[src/rtl/cu_graph_result_write_control.sv]
// cu_graph_result_write_control
// Packs a stream of 64-bit result words into 128-byte lines and issues one
// WRITE_NA command per line, tracking outstanding writes and response errors.
// Optional feature macro: CU_RESULT_FLUSH_TIMEOUT_EN -- when defined, a partial
// line is flushed after TIMEOUT_CYCLES idle cycles in FILL.

package cu_result_pkg;
  typedef enum logic [1:0] {
    RESP_DONE   = 2'd0,
    RESP_FAILED = 2'd1,
    RESP_AERROR = 2'd2,
    RESP_NRES   = 2'd3
  } response_t;

  typedef enum logic [1:0] {
    CMD_NONE   = 2'd0,
    WRITE_NA   = 2'd1,
    READ_CL_NA = 2'd2
  } command_t;

  typedef struct packed {
    logic        valid;
    logic [63:0] result_array_base;
  } WEDInterface;

  typedef struct packed {
    logic empty;
    logic alfull;
    logic full;
  } BufferStatus;

  typedef struct packed {
    logic      valid;
    logic [7:0] tag;
    response_t response;
  } ResponseBufferLine;

  typedef struct packed {
    logic        valid;
    command_t    command;
    logic [63:0] address;
    logic [7:0]  size;
    logic [7:0]  tag;
  } CommandBufferLine;

  typedef struct packed {
    logic         valid;
    logic [511:0] data;
  } ReadWriteDataLine;
endpackage

module cu_graph_result_write_control #(
  parameter int OUT_MAX        = 8,
  parameter int TIMEOUT_CYCLES = 256
) (
  input  logic                             clock,
  input  logic                             rstn,
  input  logic                             enabled,
  input  cu_result_pkg::WEDInterface       wed_request_in,
  input  logic                             result_valid,
  input  logic [63:0]                      result_data,
  output logic                             result_ready,
  input  logic                             result_last,
  input  cu_result_pkg::BufferStatus       write_buffer_status,
  input  cu_result_pkg::ResponseBufferLine write_response_in,
  output cu_result_pkg::CommandBufferLine  write_command_out,
  output cu_result_pkg::ReadWriteDataLine  write_data_0_out,
  output cu_result_pkg::ReadWriteDataLine  write_data_1_out,
  output logic                             done_out,
  output logic [15:0]                      error_count_out
);

  typedef enum logic [2:0] {IDLE, FILL, ISSUE, DRAIN, DONE} state_t;

  localparam logic [6:0] OUT_MAX_W = 7'(OUT_MAX);

  state_t       state_reg;
  logic [63:0]  buf_reg [16];
  logic [4:0]   word_count_reg;
  logic [56:0]  line_index_reg;
  logic [63:0]  base_reg;
  logic [6:0]   outstanding_reg;
  logic [15:0]  error_count_reg;
  logic         flush_last_reg;
  logic         done_reg;

  logic         cmd_valid_reg;
  logic [63:0]  cmd_address_reg;
  logic [7:0]   cmd_size_reg;
  logic [7:0]   cmd_tag_reg;
  logic         data_valid_reg;
  logic [511:0] data_0_reg;
  logic [511:0] data_1_reg;

  logic [1023:0] line_flat;
  logic          accept;
  logic          issue_ok;
  logic          resp_take;
  logic          timeout_hit;

  // Status and tag fields that this block does not act on
  logic unused_bits;
  assign unused_bits = ^{write_buffer_status.empty, write_buffer_status.full,
                         write_response_in.tag};

  // Flatten the word buffer so word k lands at byte offset 8*k
  for (genvar gi = 0; gi < 16; gi++) begin : g_flat
    assign line_flat[gi*64 +: 64] = buf_reg[gi];
  end

  assign result_ready = (state_reg == FILL) && enabled && wed_request_in.valid;
  assign accept       = result_valid && result_ready;
  assign issue_ok     = (state_reg == ISSUE) && enabled &&
                        !write_buffer_status.alfull &&
                        (outstanding_reg < OUT_MAX_W);
  // A response with nothing outstanding is ignored entirely
  assign resp_take    = write_response_in.valid && (outstanding_reg != 7'd0);

`ifdef CU_RESULT_FLUSH_TIMEOUT_EN
  localparam int TW = $clog2(TIMEOUT_CYCLES + 1);
  logic [TW-1:0] idle_count_reg;

  assign timeout_hit = (state_reg == FILL) && enabled && !accept &&
                       (word_count_reg != 5'd0) &&
                       (idle_count_reg == TW'(TIMEOUT_CYCLES - 1));

  // Count consecutive idle cycles while a partial line waits in FILL
  always_ff @(posedge clock) begin
    if (!rstn) begin
      idle_count_reg <= '0;
    end else if (state_reg != FILL || accept || timeout_hit ||
                 word_count_reg == 5'd0) begin
      idle_count_reg <= '0;
    end else if (enabled) begin
      idle_count_reg <= idle_count_reg + 1'b1;
    end
  end
`else
  localparam int unused_timeout_cycles = TIMEOUT_CYCLES;
  assign timeout_hit = 1'b0;
`endif

  // Line buffer: capture accepted words, clear once the line is issued
  always_ff @(posedge clock) begin
    if (!rstn || issue_ok) begin
      for (int i = 0; i < 16; i++) buf_reg[i] <= '0;
    end else if (accept) begin
      buf_reg[word_count_reg[3:0]] <= result_data;
    end
  end

  // Control FSM with registered command/data outputs and counters
  always_ff @(posedge clock) begin
    if (!rstn) begin
      state_reg       <= IDLE;
      word_count_reg  <= '0;
      line_index_reg  <= '0;
      base_reg        <= '0;
      outstanding_reg <= '0;
      error_count_reg <= '0;
      flush_last_reg  <= 1'b0;
      done_reg        <= 1'b0;
      cmd_valid_reg   <= 1'b0;
      cmd_address_reg <= '0;
      cmd_size_reg    <= '0;
      cmd_tag_reg     <= '0;
      data_valid_reg  <= 1'b0;
      data_0_reg      <= '0;
      data_1_reg      <= '0;
    end else begin
      cmd_valid_reg  <= 1'b0;
      data_valid_reg <= 1'b0;

      // Simultaneous issue and response cancel out
      if (issue_ok && !resp_take)
        outstanding_reg <= outstanding_reg + 7'd1;
      else if (!issue_ok && resp_take)
        outstanding_reg <= outstanding_reg - 7'd1;

      if (resp_take && write_response_in.response != cu_result_pkg::RESP_DONE &&
          error_count_reg != 16'hFFFF)
        error_count_reg <= error_count_reg + 16'd1;

      case (state_reg)
        IDLE: begin
          if (wed_request_in.valid && enabled) begin
            base_reg  <= wed_request_in.result_array_base;
            state_reg <= FILL;
          end
        end
        FILL: begin
          if (accept) begin
            word_count_reg <= word_count_reg + 5'd1;
            if (word_count_reg == 5'd15 || result_last) begin
              flush_last_reg <= result_last;
              state_reg      <= ISSUE;
            end
          end else if (timeout_hit) begin
            flush_last_reg <= 1'b0;
            state_reg      <= ISSUE;
          end
        end
        ISSUE: begin
          if (issue_ok) begin
            cmd_valid_reg   <= 1'b1;
            cmd_address_reg <= base_reg + {line_index_reg, 7'b0};
            cmd_size_reg    <= {word_count_reg, 3'b000};
            cmd_tag_reg     <= line_index_reg[7:0];
            data_valid_reg  <= 1'b1;
            data_0_reg      <= line_flat[511:0];
            data_1_reg      <= line_flat[1023:512];
            line_index_reg  <= line_index_reg + 57'd1;
            word_count_reg  <= '0;
            state_reg       <= flush_last_reg ? DRAIN : FILL;
          end
        end
        DRAIN: begin
          if (outstanding_reg == 7'd0) begin
            done_reg  <= 1'b1;
            state_reg <= DONE;
          end
        end
        DONE: begin
          done_reg <= 1'b1;
        end
        default: state_reg <= IDLE;
      endcase
    end
  end

  assign write_command_out.valid   = cmd_valid_reg;
  assign write_command_out.command = cmd_valid_reg ? cu_result_pkg::WRITE_NA
                                                   : cu_result_pkg::CMD_NONE;
  assign write_command_out.address = cmd_address_reg;
  assign write_command_out.size    = cmd_size_reg;
  assign write_command_out.tag     = cmd_tag_reg;
  assign write_data_0_out.valid    = data_valid_reg;
  assign write_data_0_out.data     = data_0_reg;
  assign write_data_1_out.valid    = data_valid_reg;
  assign write_data_1_out.data     = data_1_reg;
  assign done_out                  = done_reg;
  assign error_count_out           = error_count_reg;

endmodule

[config.mk]
export PLATFORM = sky130hd
export DESIGN_NAME = cu_graph_result_write_control
export DESIGN_NICKNAME = d
export VERILOG_FILES = /design/src/rtl/cu_graph_result_write_control.sv
export SDC_FILE = /design/constraint.sdc
export NUM_CORES = 2
export LEC_CHECK = 0
export ABC_AREA = 1
export CORE_AREA = 2 2 501 503
export CTS_BUF_LIST = sky130_fd_sc_hd__clkbuf_4 sky130_fd_sc_hd__clkbuf_8
export DETAILED_ROUTE_END_ITERATION = 7
export DIE_AREA = 0 0 503 505
export RECOVER_POWER = 50
export SLEW_MARGIN = 10
export SYNTH_ARGS = -nofsm -noshare
export SYNTH_HDL_FRONTEND = slang
export SYNTH_SLANG_ARGS = --single-unit
[constraint.sdc]
create_clock -name clock -period 3.4 [get_ports clock]
set_input_delay 0.34 -clock clock [delete_from_list [all_inputs] [get_ports clock]]
set_output_delay 0.34 -clock clock [all_outputs]
set_load 0.01 [all_outputs]
# Word level (Yosys, flattened, before mapping)
# Memories as Yosys holds them, arrays and structs flattened. A register that Yosys moved wholly into a read port is not among the register bits.
# Cells that the tools add are included.
dict set report classes {
  n_addsub 6
  magnitude_cmp 1
  eq_ne 11
  mux 24
  n_bitwise 1
  reduce_logical 49
}
# op count
set op_table {}
lappend op_table {{$add A64 B64 Y64} 1}
lappend op_table {{$mux W64} 1}
lappend op_table {{$reduce_or A64 Y1} 1}
lappend op_table {{$add A57 B1 Y57 const B} 1}
lappend op_table {{$logic_not A1 Y1} 20}
lappend op_table {{$add A16 B1 Y16 const B} 1}
lappend op_table {{$ne A16 B16 Y1 const B} 1}
lappend op_table {{$mux W3} 5}
lappend op_table {{$pmux W3 S5} 1}
lappend op_table {{$mux W7} 2}
lappend op_table {{$logic_and A1 B1 Y1} 12}
lappend op_table {{$mux W5} 2}
lappend op_table {{$pmux W5 S2} 1}
lappend op_table {{$mux W1} 9}
lappend op_table {{$ne A2 B2 Y1 const B} 4}
lappend op_table {{$reduce_and A2 Y1} 4}
lappend op_table {{$reduce_bool A2 Y1} 4}
lappend op_table {{$add A7 B1 Y7 const B} 1}
lappend op_table {{$logic_not A7 Y1} 1}
lappend op_table {{$lt A7 B4 Y1 const B} 1}
lappend op_table {{$reduce_bool A7 Y1} 1}
lappend op_table {{$sub A7 B1 Y7 const B} 1}
lappend op_table {{$eq A3 B2 Y1 const B} 2}
lappend op_table {{$reduce_and A3 Y1} 2}
lappend op_table {{other kinds (12)} 13}
dict set report word_totals {
  register_bits 232
  ram_bits 1024
  output_inout_bits 1127
  word_cells 105
  memories 1
}
# memory words word_bits read_ports rd_ports_with_merged_regs wr line
set memory_table {}
lappend memory_table {buf_reg 16 64 16 16 16 78} ;# logic [63:0] buf_reg [16];

# Logic depth before layout (Yosys ltp)
dict set report logic_depth {
  depth_word 9
  depth_mapped 16
  mapped_depth_nobuf 16
}

# Least setup slack after synthesis
# OpenSTA, ideal clock, no wires.
dict set report synth_timing {
  kind {register -> register}
  start {reg state_reg[0]}
  end {mem buf_reg[4][0] (enable)}
  setup_ps 424
  t_arrival_ps 3005
  slack_ps -29
  stages_incl_launch_ff 11
  path_buffers 2
  synth_period_minus_slack_ps 3429
  path_cell_list {dfxtp_1 nand3_1 nor2_1 nand2_1 nor2_4 inv_2 nor2_4 nand2_1 buf_2 buf_2 nand2_1}
}
# element line
set synth_rtl {}
lappend synth_rtl {{start: declaration} 77} ;# state_t state_reg;
lappend synth_rtl {{start signal: assignment} 214} ;# state_reg <= flush_last_reg ? DRAIN : FILL;
lappend synth_rtl {{end: declaration} 78}

# Final worst setup path
dict set report layout_timing {
  start {reg state_reg[0]}
  end {reg data_1_reg[405], read port of buf_reg}
}
dict set report layout_between {
  elab_chain_len 5
}
# element line
set layout_lines {}
lappend layout_lines {{$eq A3 B2 Y1 *} {113, 184}}
lappend layout_lines {{$logic_and A1 B1 Y1 (2 in series)} 113} ;# assign issue_ok = (state_reg == ISSUE) && enabled &&
lappend layout_lines {{$logic_and A1 B1 Y1} 114} ;# !write_buffer_status.alfull &&
lappend layout_lines {{$reduce_and A2 Y1 (no source line) *} -}
lappend layout_lines {{end: declaration} 93} ;# logic [511:0] data_1_reg;
# Mark *: on every way between the ends. The rest lies on a longest branch, timed or not.
# A chain may end at the register's enable or synchronous reset.

==> flow_metrics.env <==
export IMPL_crit_slowest_cell="clkbuf_2"
export IMPL_core_area_um2=248000
export IMPL_finalNonFillerCells=12300
export IMPL_netlist_area_um2=81700
export IMPL_clkLatencyLatePin_ns=1.13
export IMPL_finalCriticalPeriod_ns=3.18
export IMPL_yosys_warnings=0
export IMPL_dp_cells=11500
export IMPL_path_cells="nor2_1 -> nand2_1 -> nor3_1 -> buf_4 -> buf_4 -> buf_4 -> nand2_1 -> inv_8 -> clkbuf_2 -> buf_4 -> a22o_1"
export IMPL_cts_buffer_depth=4
export IMPL_crit_required_ns=4.31
export IMPL_drc_errors=0
export IMPL_ys_flop_type="dfxtp_1"
export IMPL_layout_drive_gt1_share=0.101
export IMPL_vias=61100
export IMPL_die_w_um=503
export IMPL_synth_top_family_by_area="compound AO/OA/AOI/OAI gates"
export IMPL_grt_max_degree=165
export IMPL_hp_class="input port to flop"
export IMPL_setup_viol=0
export IMPL_antenna_left=0
export IMPL_ios=1275
export IMPL_die_area_um2=254000
export IMPL_syn_to_final_growth_pct=31.0
export IMPL_clock_fmax_mhz=315
export IMPL_synth_top_area_cell="edfxtp_1"
export IMPL_final_max_slew_viol_count=0
export IMPL_ff2ff_setup_slack_ns=0.22
export IMPL_critical_path_peak_fanout=23
export IMPL_crit_path_start_kind="flop"
export IMPL_first_pass_iters=6
export IMPL_synth_compound_gate_area_share=0.132
export IMPL_min_period_over_period=0.934
export IMPL_fin_tns_setup_ns=0
export IMPL_avgRoutedWirePerCell_um=25.9
export IMPL_cts_root_buf="clkbuf_8"
export IMPL_final_cell_mix="1,256 x dfxtp_1, 1,255 x nor2_1, 1,173 x dlygate4sd3_1"
export IMPL_worstSetupPathType="flop to flop"
export IMPL_synth_xor_area_share=0.00407
export IMPL_cts_sinks=2280
export IMPL_grt_pass1_wl_um=439000
export IMPL_first_global_vias=58000
export IMPL_nNetsFinal=8866
export IMPL_relSlewSlack=0.0808
export IMPL_synth_edff_count=1024
export IMPL_skew_ns=0.150
export IMPL_syn_area_per_cell_um2=11.4
export IMPL_synthAdderAreaFrac=0.0112
export IMPL_crit_family="buffers and inverters"
export IMPL_drtIter0Drc=5018
export IMPL_critPathCaptureType="flop"
export IMPL_clk_pin_slew_worst_paths_ns=0.06
export IMPL_grt_ovfl_total=0
export IMPL_vdd_drop_max_mv=0.369
export IMPL_status="completed"
export IMPL_dp_hpwl_um=220000
export IMPL_synthCells=7199
export IMPL_h_tree_depth=5
export IMPL_slowest_delay_ns=0.44
export IMPL_synthArstFlopShare=0
export IMPL_muxShareOfSynthArea=0
export IMPL_synth_top_area_frac=0.376
export IMPL_synth_distinct_cells=39
export IMPL_seq_area_frac_synth=0.684
export IMPL_portBuffers=1260
export IMPL_die_y_um=505
export IMPL_rsz0062_at_grt="false"
export IMPL_crit_top_cell="buf_4"
export IMPL_hold_viol=0
export IMPL_numCtsBuffers=387
export IMPL_path_buf_inv=6
export IMPL_synthSimpleGateAreaFrac=0.116
export IMPL_power_density_nw_per_um2=548
export IMPL_antenna_found_initial=12
export IMPL_final_common_cell="dfxtp_1"
export IMPL_track_usage=0.241
export IMPL_vias_per_cell=4.97
export IMPL_synth_area_top_cells="edfxtp_1 38%, dfxtp_1 31%, a22o_1 11%, nor2_1 5.8%, nand2_1 4.2%"
export IMPL_cts_tree="done"
export IMPL_cts_resized=0
export IMPL_wl_um=318000
export IMPL_start_util=0.329
export IMPL_leakagePower_nw=46.3
export IMPL_cp_data_arrival_time_ns=4.09
export IMPL_fillers=23300
export IMPL_largest_register_ffs=1024
export IMPL_ys_ff_latch=2280
export IMPL_globalplace_congestion=0.919
export IMPL_tightest_slew_ns=1.38
export IMPL_cap_violations=0
export IMPL_num_rows=183
-- synth_stat cells, types with 23 or more instances --
| library cell | n |
|---|---|
| dfxtp_1 | 1256 |
| ha_1 | 70 |
| clkbuf_1 | 234 |
| buf_2 | 142 |
| buf_4 | 71 |
| nor2_1 | 1254 |
| o21ai_0 | 145 |
| nand3_1 | 157 |
| edfxtp_1 | 1024 |
| a22o_1 | 1027 |
| nor3_1 | 51 |
| inv_1 | 550 |
| nand2_1 | 907 |
| a21oi_1 | 192 |
| nand4_1 | 23 |
-- per-layer routing --
layer  up-vias  GRT usage  share of wire
li1      27800          -              -
met1     30000      0.293           0.39
met2      2672      0.402           0.48
met3       604     0.0577          0.080
met4         0      0.114          0.052
met5         -          0              0
-- repair_timing --
| item | CTS | global route |
|---|---|---|
| hold endpoints to repair | 67 | 0 |
| buffers inserted | 0 | 0 |
| hold buffers | 51 | 0 |
-- power by group --
group          internal (mW)  total (mW)  switching (mW)
Clock                   14.2        25.3            11.1
Combinational           1.04        3.48            2.44
Sequential              29.4        29.9           0.437
-- logic make-up (layout without fill, tap and decap cells) --
family                   Yosys count  in the layout
flip-flops                      2280           2280
buffers and inverters           1022           2769
AND/OR/NAND/NOR                 2412           2412
AO/OA/AOI/OAI                   1374           1374
other                              1             13
XOR/XNOR                          38             38
adder cells (fa/ha/maj)           72             72
-- metrics by stage --
step	util	worst slack, ns	power (mW)	hold WS (ns)	instance area (um2)
final	0.431	0.224	58.6	0.151	107000
after global routing	0.431	0.0930	60.6	0.112	107000
after CTS	0.432	0.282	59.2	0.0189	107000
after floorplan	-	0.0491	31.9	0.425	81800
after detailed placement	0.398	0.00898	34.0	0.440	98900
after global placement	0.398	0.0153	34.0	0.437	98900
-- worst reg2reg max path: stages (launching register included) --
cell,delay (ns)
dfxtp_1,0.36
nor2_1,0.29
nand2_1,0.17
nor3_1,0.26
buf_4,0.18
buf_4,0.12
buf_4,0.18
nand2_1,0.18
inv_8,0.26
clkbuf_2,0.47
buf_4,0.39
a22o_1,0.18
-- area by class of cell --
class                      count  area, um2  share of cell area
multi-input combinational   3900      21700               0.202
timing repair buffer        1522      15300               0.143
antenna                        9       22.5            0.000210
clock inverter                71        529             0.00494
clock buffer                 621       7430              0.0694
tap                         3330       4170              0.0389
sequential                  2280      55900               0.522
inverter                     555       2090              0.0195
-- path summary, 6_finish.rpt --
path / cells after the start / to / startpoint
max: 11 / data_1_reg[405] / state_reg[0]
min reg2reg: 1 / data_0_reg[195] / buf_reg[3][3]
max reg2reg: 11 / data_1_reg[405] / state_reg[0]
min: 5 / flush_last_reg / result_valid
Power figures use the tool's default switching activity.
